File: src/rtl/gb_video_pkg.sv
`default_nettype none
// ============================================================================
// Module      : gb_video_pkg
// Description : Shared Game Boy video constants and the frame-capture state
//               encoding used by the capture controller and its bench.
// Ports       : none (package)
// Revision    : 1.0 - initial release
// ============================================================================
package gb_video_pkg;

    // Native Game Boy LCD geometry and the frame-store address width
    localparam int GB_SCREEN_WIDTH  = 160;
    localparam int GB_SCREEN_HEIGHT = 144;
    localparam int FB_ADDR_W        = 15;

    // Capture sequencer states
    typedef enum logic [1:0] {
        WAIT_SYNC = 2'd0,
        CAPTURE   = 2'd1,
        SWAP_PEND = 2'd2
    } capture_state_e;

endpackage : gb_video_pkg
`default_nettype wire

File: src/rtl/gb_edge_detect.sv
`default_nettype none
// ============================================================================
// Module      : gb_edge_detect
// Description : Registers one input and emits registered single-cycle rise
//               and fall pulses.
// Ports       : clk     - clock, posedge
//               rst     - asynchronous active-high reset
//               i_sig   - monitored signal (already synchronous to clk)
//               o_rise  - one-cycle pulse after i_sig goes 0->1
//               o_fall  - one-cycle pulse after i_sig goes 1->0
// Revision    : 1.0 - initial release
// ============================================================================
module gb_edge_detect (
    input  logic clk,
    input  logic rst,
    input  logic i_sig,
    output logic o_rise,
    output logic o_fall
);

    logic r_prev_q;
    logic r_rise_q;
    logic r_fall_q;
    logic w_rise_d;
    logic w_fall_d;

    always_comb begin
        w_rise_d = i_sig & ~r_prev_q;
        w_fall_d = ~i_sig & r_prev_q;
    end

    always_ff @(posedge clk or posedge rst) begin
        if (rst) begin
            r_prev_q <= 1'b0;
            r_rise_q <= 1'b0;
            r_fall_q <= 1'b0;
        end else begin
            r_prev_q <= i_sig;
            r_rise_q <= w_rise_d;
            r_fall_q <= w_fall_d;
        end
    end

    assign o_rise = r_rise_q;
    assign o_fall = r_fall_q;

endmodule : gb_edge_detect
`default_nettype wire

File: src/rtl/gb_frame_capture_ctrl.sv
`default_nettype none
// ============================================================================
// Module      : gb_frame_capture_ctrl
// Description : Turns the Game Boy LCD pixel stream into back-buffer writes
//               for a double-buffered 160x144x2b frame store, and swaps the
//               front/back buffers only under a req/ack handshake with the
//               scan-out side so a displayed frame never tears.
// Ports       : clock      - system clock, posedge
//               reset      - asynchronous active-high reset
//               pixel_data - GB pixel shade, valid while data_latch is high
//               hsync      - GB line sync (active high)
//               vsync      - GB frame sync (active high)
//               data_latch - GB pixel strobe (active high)
//               swap_ack   - display grants the swap (level, synchronous)
//               wr_addr    - back-buffer write address
//               wr_data    - back-buffer write data
//               wr_en      - back-buffer write strobe, one cycle per pixel
//               front_sel  - 0: buffer1 front, 1: buffer2 front
//               swap_req   - swap request pending
//               frame_done - one-cycle pulse on a completed swap
//               drop_cnt   - dropped-frame count, saturating (stats build)
//               overrun    - sticky out-of-range latch flag (stats build)
// Build macro : GB_CAPTURE_STATS_EN adds drop_cnt and overrun.
// Revision    : 1.0 - initial release
// ============================================================================
module gb_frame_capture_ctrl
    import gb_video_pkg::*;
#(
    parameter int GB_WIDTH  = GB_SCREEN_WIDTH,
    parameter int GB_HEIGHT = GB_SCREEN_HEIGHT,
    // 2**ADDR_W must cover GB_WIDTH*GB_HEIGHT
    parameter int ADDR_W    = FB_ADDR_W
) (
    input  logic              clock,
    input  logic              reset,
    input  logic [1:0]        pixel_data,
    input  logic              hsync,
    input  logic              vsync,
    input  logic              data_latch,
    input  logic              swap_ack,
    output logic [ADDR_W-1:0] wr_addr,
    output logic [1:0]        wr_data,
    output logic              wr_en,
    output logic              front_sel,
    output logic              swap_req,
    output logic              frame_done
`ifdef GB_CAPTURE_STATS_EN
    ,
    output logic [7:0]        drop_cnt,
    output logic              overrun
`endif
);

    localparam logic [7:0]        c_pix_max   = 8'(GB_WIDTH);
    localparam logic [7:0]        c_line_max  = 8'(GB_HEIGHT);
    localparam logic [ADDR_W-1:0] c_line_step = ADDR_W'(GB_WIDTH);

    // ------------------------------------------------------------------
    // Edge detection on the GB sync/strobe pins
    // ------------------------------------------------------------------
    logic w_hs_rise;
    logic w_hs_fall;
    logic w_vs_rise;
    logic w_vs_fall;
    logic w_latch_rise;
    logic w_latch_fall;

    gb_edge_detect u_hsync_edge (
        .clk    (clock),
        .rst    (reset),
        .i_sig  (hsync),
        .o_rise (w_hs_rise),
        .o_fall (w_hs_fall)
    );

    gb_edge_detect u_vsync_edge (
        .clk    (clock),
        .rst    (reset),
        .i_sig  (vsync),
        .o_rise (w_vs_rise),
        .o_fall (w_vs_fall)
    );

    gb_edge_detect u_latch_edge (
        .clk    (clock),
        .rst    (reset),
        .i_sig  (data_latch),
        .o_rise (w_latch_rise),
        .o_fall (w_latch_fall)
    );

    // Only rising vsync/latch and falling hsync carry meaning here
    logic w_unused_edges;
    assign w_unused_edges = w_hs_rise ^ w_vs_fall ^ w_latch_fall;

    // ------------------------------------------------------------------
    // State and counters
    // ------------------------------------------------------------------
    capture_state_e    r_state_q,     w_state_d;
    logic [7:0]        r_pix_cnt_q,   w_pix_cnt_d;
    logic [7:0]        r_line_cnt_q,  w_line_cnt_d;
    logic [ADDR_W-1:0] r_line_base_q, w_line_base_d;
    logic [ADDR_W-1:0] r_wr_addr_q,   w_wr_addr_d;
    logic [1:0]        r_wr_data_q,   w_wr_data_d;
    logic              r_wr_en_q,     w_wr_en_d;
    logic              r_front_sel_q, w_front_sel_d;
    logic              r_swap_req_q,  w_swap_req_d;
    logic              r_frame_done_q, w_frame_done_d;
    logic [1:0]        r_pix_smp_q;
    logic              w_in_range;

    // The latch rise pulse is registered, so the pixel captured on the
    // edge that saw data_latch go high is the one held in r_pix_smp_q
    // while the pulse is visible to the sequencer.
    assign w_in_range = (r_pix_cnt_q < c_pix_max) && (r_line_cnt_q < c_line_max);

    always_comb begin
        w_state_d      = r_state_q;
        w_pix_cnt_d    = r_pix_cnt_q;
        w_line_cnt_d   = r_line_cnt_q;
        w_line_base_d  = r_line_base_q;
        w_wr_addr_d    = r_wr_addr_q;
        w_wr_data_d    = r_wr_data_q;
        w_wr_en_d      = 1'b0;
        w_front_sel_d  = r_front_sel_q;
        w_swap_req_d   = r_swap_req_q;
        w_frame_done_d = 1'b0;

        case (r_state_q)
            WAIT_SYNC: begin
                if (w_vs_rise) begin
                    w_pix_cnt_d   = 8'd0;
                    w_line_cnt_d  = 8'd0;
                    w_line_base_d = '0;
                    w_state_d     = CAPTURE;
                end
            end

            CAPTURE: begin
                if (w_latch_rise) begin
                    if (w_in_range) begin
                        w_wr_en_d   = 1'b1;
                        w_wr_addr_d = r_line_base_q + ADDR_W'(r_pix_cnt_q);
                        w_wr_data_d = r_pix_smp_q;
                    end
                    if (r_pix_cnt_q < c_pix_max) begin
                        w_pix_cnt_d = r_pix_cnt_q + 8'd1;
                    end
                end
                // Placed after the latch handling so a coincident write
                // uses the pre-increment line/pixel position.
                if (w_hs_fall) begin
                    w_pix_cnt_d = 8'd0;
                    if (r_line_cnt_q < c_line_max) begin
                        w_line_cnt_d  = r_line_cnt_q + 8'd1;
                        w_line_base_d = r_line_base_q + c_line_step;
                    end
                end
                if (w_vs_rise) begin
                    w_swap_req_d = 1'b1;
                    w_state_d    = SWAP_PEND;
                end
            end

            SWAP_PEND: begin
                w_swap_req_d = 1'b1;
                // Either a grant or the first pixel of the next frame ends
                // the wait; a pixel without a grant drops the finished frame
                // and overwrites the same back buffer from address 0.
                if (swap_ack || w_latch_rise) begin
                    w_swap_req_d  = 1'b0;
                    w_pix_cnt_d   = 8'd0;
                    w_line_cnt_d  = 8'd0;
                    w_line_base_d = '0;
                    w_state_d     = CAPTURE;
                    if (swap_ack) begin
                        w_front_sel_d  = ~r_front_sel_q;
                        w_frame_done_d = 1'b1;
                    end
                    if (w_latch_rise) begin
                        w_wr_en_d   = 1'b1;
                        w_wr_addr_d = '0;
                        w_wr_data_d = r_pix_smp_q;
                        w_pix_cnt_d = 8'd1;
                    end
                end
            end

            default: begin
                w_state_d = WAIT_SYNC;
            end
        endcase
    end

    always_ff @(posedge clock or posedge reset) begin
        if (reset) begin
            r_state_q      <= WAIT_SYNC;
            r_pix_cnt_q    <= 8'd0;
            r_line_cnt_q   <= 8'd0;
            r_line_base_q  <= '0;
            r_wr_addr_q    <= '0;
            r_wr_data_q    <= 2'd0;
            r_wr_en_q      <= 1'b0;
            r_front_sel_q  <= 1'b0;
            r_swap_req_q   <= 1'b0;
            r_frame_done_q <= 1'b0;
            r_pix_smp_q    <= 2'd0;
        end else begin
            r_state_q      <= w_state_d;
            r_pix_cnt_q    <= w_pix_cnt_d;
            r_line_cnt_q   <= w_line_cnt_d;
            r_line_base_q  <= w_line_base_d;
            r_wr_addr_q    <= w_wr_addr_d;
            r_wr_data_q    <= w_wr_data_d;
            r_wr_en_q      <= w_wr_en_d;
            r_front_sel_q  <= w_front_sel_d;
            r_swap_req_q   <= w_swap_req_d;
            r_frame_done_q <= w_frame_done_d;
            r_pix_smp_q    <= pixel_data;
        end
    end

    assign wr_addr    = r_wr_addr_q;
    assign wr_data    = r_wr_data_q;
    assign wr_en      = r_wr_en_q;
    assign front_sel  = r_front_sel_q;
    assign swap_req   = r_swap_req_q;
    assign frame_done = r_frame_done_q;

`ifdef GB_CAPTURE_STATS_EN
    // ------------------------------------------------------------------
    // Capture statistics, cleared only by reset
    // ------------------------------------------------------------------
    logic [7:0] r_drop_cnt_q, w_drop_cnt_d;
    logic       r_overrun_q,  w_overrun_d;

    always_comb begin
        w_drop_cnt_d = r_drop_cnt_q;
        if ((r_state_q == SWAP_PEND) && w_latch_rise && !swap_ack &&
            (r_drop_cnt_q != 8'hFF)) begin
            w_drop_cnt_d = r_drop_cnt_q + 8'd1;
        end
        w_overrun_d = r_overrun_q |
                      ((r_state_q == CAPTURE) && w_latch_rise && !w_in_range);
    end

    always_ff @(posedge clock or posedge reset) begin
        if (reset) begin
            r_drop_cnt_q <= 8'd0;
            r_overrun_q  <= 1'b0;
        end else begin
            r_drop_cnt_q <= w_drop_cnt_d;
            r_overrun_q  <= w_overrun_d;
        end
    end

    assign drop_cnt = r_drop_cnt_q;
    assign overrun  = r_overrun_q;
`endif

endmodule : gb_frame_capture_ctrl
`default_nettype wire

File: config.mk
export PLATFORM = sky130hd
export DESIGN_NAME = gb_frame_capture_ctrl
export DESIGN_NICKNAME = d
export VERILOG_FILES = /design/src/rtl/gb_video_pkg.sv /design/src/rtl/gb_edge_detect.sv /design/src/rtl/gb_frame_capture_ctrl.sv
export SDC_FILE = /design/constraint.sdc
export NUM_CORES = 1
export LEC_CHECK = 0
export ABC_AREA = 1
export BUFFER_PORTS_ARGS = -buffer_cell sky130_fd_sc_hd__buf_2
export CAP_MARGIN = 20
export CORE_ASPECT_RATIO = 1.5
export CORE_UTILIZATION = 59
export CTS_CLUSTER_SIZE = 16
export DETAILED_ROUTE_END_ITERATION = 8
export GPL_TIMING_DRIVEN = 0
export HOLD_SLACK_MARGIN = 0.02
export PLACE_DENSITY = 0.88
export SLEW_MARGIN = 20
export SYNTH_ARGS = -nofsm -noshare
export SYNTH_HDL_FRONTEND = slang
export SYNTH_HIERARCHICAL = 1
export SYNTH_SLANG_ARGS = --single-unit
File: constraint.sdc
create_clock -name clock -period 2.02 [get_ports clock]
set_input_delay 0.202 -clock clock [delete_from_list [all_inputs] [get_ports clock]]
set_output_delay 0.202 -clock clock [all_outputs]
set_load 0.01 [all_outputs]
# --- Yosys cells after proc, flatten, opt, wreduce, memory -nomap -nowiden ---
# Index checks and enable logic that the tools add are counted.
word_totals:
  ff_bits: 62
  out_inout_bits: 21
  elab_cells: 94
op_classes:
  n_addsub: 4
  n_lt_le_gt_ge: 2
  n_eq_ne: 12
  mux: 41
  bitwise: 7
  n_reduce_logical: 11
ops:
  columns: ["operator", "count"]
  rows:
  - ["$mux W15", 8]
  - ["$mux W8", 8]
  - ["$pmux W8 S3", 2]
  - ["$pmux W15 S3", 1]
  - ["$pmux W15 S2", 1]
  - ["$add A8 B1 Y8 const B", 2]
  - ["$lt A8 B8 Y1 const B", 2]
  - ["$add A15 B8 Y15", 1]
  - ["$add A15 B8 Y15 const B", 1]
  - ["$reduce_and A5 Y1", 3]
  - ["$mux W2", 7]
  - ["$mux W1", 10]
  - ["$ne A2 B1 Y1 const B", 5]
  - ["$ne A2 B2 Y1 const B", 3]
  - ["$pmux W2 S3", 1]
  - ["$reduce_and A3 Y1", 2]
  - ["$not A1 Y1", 4]
  - ["$pmux W1 S2", 2]
  - ["$pmux W2 S2", 1]
  - ["$and A1 B1 Y1", 3]
  - ["$ne A3 B1 Y1 const B", 1]
  - ["$ne A3 B2 Y1 const B", 1]
  - ["$reduce_bool A3 Y1", 1]
  - ["$eq A2 B1 Y1 const B", 1]
  - ["other kinds (6)", 6]

# --- Longest topological paths before layout ---
logic_depth:
  depth_word: 5
  mapped_depth: 10
  depth_no_buf: 10

# --- Hierarchy ---
# The synthesis kept the hierarchy.
by_module_without_submodules:
  columns: ["module", "n_inst", "cells_per_inst", "area_each_um2"]
  rows:
  - ["gb_frame_capture_ctrl", 1, 379, 2957.8]
  - ["gb_edge_detect", 3, 8, 93.8]

# --- Worst setup path before layout ---
# OpenSTA, ideal clock, no wires.
synth_timing:
  kind: "register to register"
  start: "register r_state_q[1]"
  end: "register r_line_base_q[5]"
  arrival_ns: 1.431
  slack_ns: 0.467
  stages_incl_launch_ff: 11
  n_path_buf: 2
  synth_period_minus_slack_ns: 1.553
  path_cell_list: "dfrtp_1 -> inv_1 -> ha_1 -> buf_6 -> a21oi_2 -> nand3_2 -> nor2_4 -> buf_6 -> inv_2 -> nand2_1 -> o21ai_2"
synth_via:
  elab_chain_cells: 3
  elab_cells_between_ends: 10
  cone_classes: "eq/ne: 6; mux: 1; reduce/logical: 3"
synth_lines:
  columns: ["item", "line_no", "source"]
  rows:
  - ["start: declaration", "gb_frame_capture_ctrl.sv:99", "capture_state_e r_state_q, w_state_d;"]
  - ["start signal: assignment", "gb_frame_capture_ctrl.sv:209", "r_state_q <= w_state_d;"]
  - ["$eq A2 B1 Y1 (tied with other cells)", "gb_frame_capture_ctrl.sv:129", "case (r_state_q)"]
  - ["$ne A2 B1 Y1 (no source line) (tied with other cells)", null, null]
  - ["$reduce_and A5 Y1 (no source line)", null, null]
  - ["end signal: assignment", "gb_frame_capture_ctrl.sv:212", "r_line_base_q <= w_line_base_d;"]
  - ["end: declaration", "gb_frame_capture_ctrl.sv:102", "logic [ADDR_W-1:0] r_line_base_q, w_line_base_d;"]
# Parallel ways exist; a longest one is shown, timed or not.
# A chain may end at the register's enable or synchronous reset.

# --- Worst setup path in the final report ---
layout_timing:
  start: "register r_line_base_q[6]"
  end: "register r_wr_addr_q[8], in the netlist wr_addr[8]"
layout_via:
  elab_chain_cells: 4
layout_lines:
  columns: ["item", "line_no", "source"]
  rows:
  - ["$add A15 B8 Y15", "gb_frame_capture_ctrl.sv:143", "w_wr_addr_d = r_line_base_q + ADDR_W'(r_pix_cnt_q);"]
  - ["$mux W15", "gb_frame_capture_ctrl.sv:141", "if (w_in_range) begin"]
  - ["$mux W15", "gb_frame_capture_ctrl.sv:140", "if (w_latch_rise) begin"]
  - ["$pmux W15 S2", "gb_frame_capture_ctrl.sv:129", null]
  - ["end signal: assignment", "gb_frame_capture_ctrl.sv:213", "r_wr_addr_q <= w_wr_addr_d;"]
  - ["end: declaration", "gb_frame_capture_ctrl.sv:103", "logic [ADDR_W-1:0] r_wr_addr_q, w_wr_addr_d;"]
# Every way passes these cells. The select of a mux whose other input is x is not followed.

==> results.ini <==
[timing]
finalCriticalPeriod_ns=1.82
tightest_slew_ns=0.509
setup_violations=0
fin_crit_sh=0.901
fmax_ghz=0.549
finClkSkew_ns=0.0110
fin_tns_setup_ns=0
setup_ws_ns=0.200
maxSlewHeadroom=0.660
hold_viol_final=0
rsz0062_at_grt=false
maxSlewViolCount=0

[floorplan]
die_x_um=61.6
fp.dieArea_um2=5630
initial_core_util=0.613
num_rows=32
die_h_um=91.4
io_pins=29
core_area_um2=5120

[detailed_routing]
drc_errors=0
ant_nets=0
avgViaCountPerCell=5.45
initialDrtViolationCount=98
drtPass1Iterations=4
vias=2797
wl_per_cell_um=13.0
routed_wl_um=6660

[cts]
clock_sinks=57
post_cts_resized=0
cts.clk_slew.worst_paths_ns=0.07
h-tree-depth=3
clock-root-buffer=clkbuf_8
cts_tree=done
cts_hold_buf=6
clk_latency_ns=0.35
cts_buffer_depth=2
post-cts-setup-buffers=0
cts_buffers=9

[placement]
dpl.cell_count=491
portBuffers=28
pre_cts_ws_ns=0.204
dp_hpwl_um=4740
gp_congestion=0.913
place_area_um2=3390

[power]
switchingPower_mw=1.72
p_sw_frac=0.405
clkPwrFrac=0.258
vdd_drop_max_mv=0.714
powerDensity_nw_per_um2=1160
power_frac_seq=0.353
total_power_mw=4.25
p_leak_nw=1.91
p_int_mw=2.53
comb_power_share=0.390

[critical_path]
arrival_ns=2.06
path_class=flop to flop
worst_ep_required_time_ns=2.26
worst_setup_path_end_kind=flop
start_kind=flop
cp_max_fo=5

[run_status]
status=complete, no violations

[synth]
syn_inst=394
yosys_warnings=6
synth_fp_nets=413
avgSynthCellArea_um2=7.97
syn_area_um2=3140

[finish]
syn2layout_area_growth_pct=16.2
final_cell_count_no_fill=513
stdcell_area_um2=3650
nets=459
insertedDiodeCount=0
drive_gt1_frac=0.189

[grt]
gr-total-overflow=0
grt_antenna_before_repair=0
grt_pass1_wl_um=11000
grt_use_total=0.266
grt_max_degree=29
grt_pass1_vias=2716

[job]
cap_viol_max_count=0

[worst_hold_path]
min_path_type=input port to flop

-- power by group through the flow --
stage / clock (mW) / sequential (mW) / combinational, mW
3_5_place_dp: 0 / 1.51 / 1.62
5_1_grt: 1.15 / 1.54 / 1.84
6_report: 1.09 / 1.50 / 1.66
4_1_cts: 1.10 / 1.50 / 1.65
2_1_floorplan: 0 / 1.55 / 1.15
3_3_place_gp: 0 / 1.51 / 1.57
-- layout make-up --
class	count	area [um^2]
sequential	57	1430
buffer	8	72.6
clock inverter	6	67.6
multi-input combinational	276	1440
timing repair buffer	35	220
fill	410	1470
tap	68	85.1
clock buffer	10	138
inverter	53	204
-- routing by layer --
metal / wire length (um) / share of wire / vias to the layer above / GRT usage
met1: 2710 / 0.41 / 1326 / 0.288
met2: 3510 / 0.53 / 93 / 0.445
met4: 158 / 0.024 / 0 / 0.154
met3: 285 / 0.043 / 16 / 0.0670
met5: 0 / 0 / - / 0
li1: - / - / 1362 / -
-- state kept, by name (all words and copies together) (netlist names) --
name	count
frame_done	1
r_line_base_q	10
r_line_cnt_q	8
u_vsync_edge/r_prev_q	1
wr_data	2
wr_en	1
front_sel	1
u_hsync_edge/r_prev_q	1
u_latch_edge/r_prev_q	1
u_hsync_edge/o_fall	1
r_state_q	2
swap_req	1
r_pix_smp_q	2
u_latch_edge/o_rise	1
wr_addr	15
r_pix_cnt_q	8
u_vsync_edge/o_rise	1
-- worst paths after layout --
check | startpoint | endpoint | slack (ns) | depth (start not counted)
worst max-delay path | r_line_base_q[6] | wr_addr[8] | 0.20 | 7
min in group asynchronous | reset | u_latch_edge/o_rise | 0.28 | 3
worst max register to register | r_line_base_q[6] | wr_addr[8] | 0.20 | 7
worst min-delay path | swap_ack | frame_done | 0.14 | 3
max in group asynchronous | reset | r_line_base_q[6] | 1.03 | 4
worst min register to register | u_latch_edge/r_prev_q | u_latch_edge/o_rise | 0.40 | 1
-- metrics by stage --
stage	hold WS, ns	util
detailed placement	0.0915	0.661
finish	0.145	0.713
CTS	0.119	0.713
global placement	0.0842	0.657
floorplan	-0.0568	-
global route	0.140	0.713
-- worst max-delay path, stage by stage (launching register included) --
cell	delay, ns
dfrtp_1	0.44
ha_1	0.35
nand2_1	0.12
nor2_1	0.05
nor2_1	0.26
nand2_1	0.23
xor2_1	0.22
o21ai_2	0.06
-- placed cells by master, fill, tap and decap left out, types with 2 or more instances in the layout --
cell type,count
inv_2,3
inv_4,2
clkinv_4,2
inv_1,48
o21ai_1,14
a21oi_1,6
a21oi_2,2
clkinvlp_4,2
nand2_4,2
dfrtp_1,57
buf_2,29
o21ai_0,11
nor2_4,2
o21ai_2,12
xor2_1,2
dlygate4sd3_1,6
clkbuf_8,10
nor3_1,5
nand4_1,16
xnor2_1,5
ha_1,11
nor2_1,30
nand3_1,24
nand3_2,3
or2_2,2
buf_6,5
nand2_1,120
nor2_2,2
No activity file was read; power rests on OpenSTA's default activity.
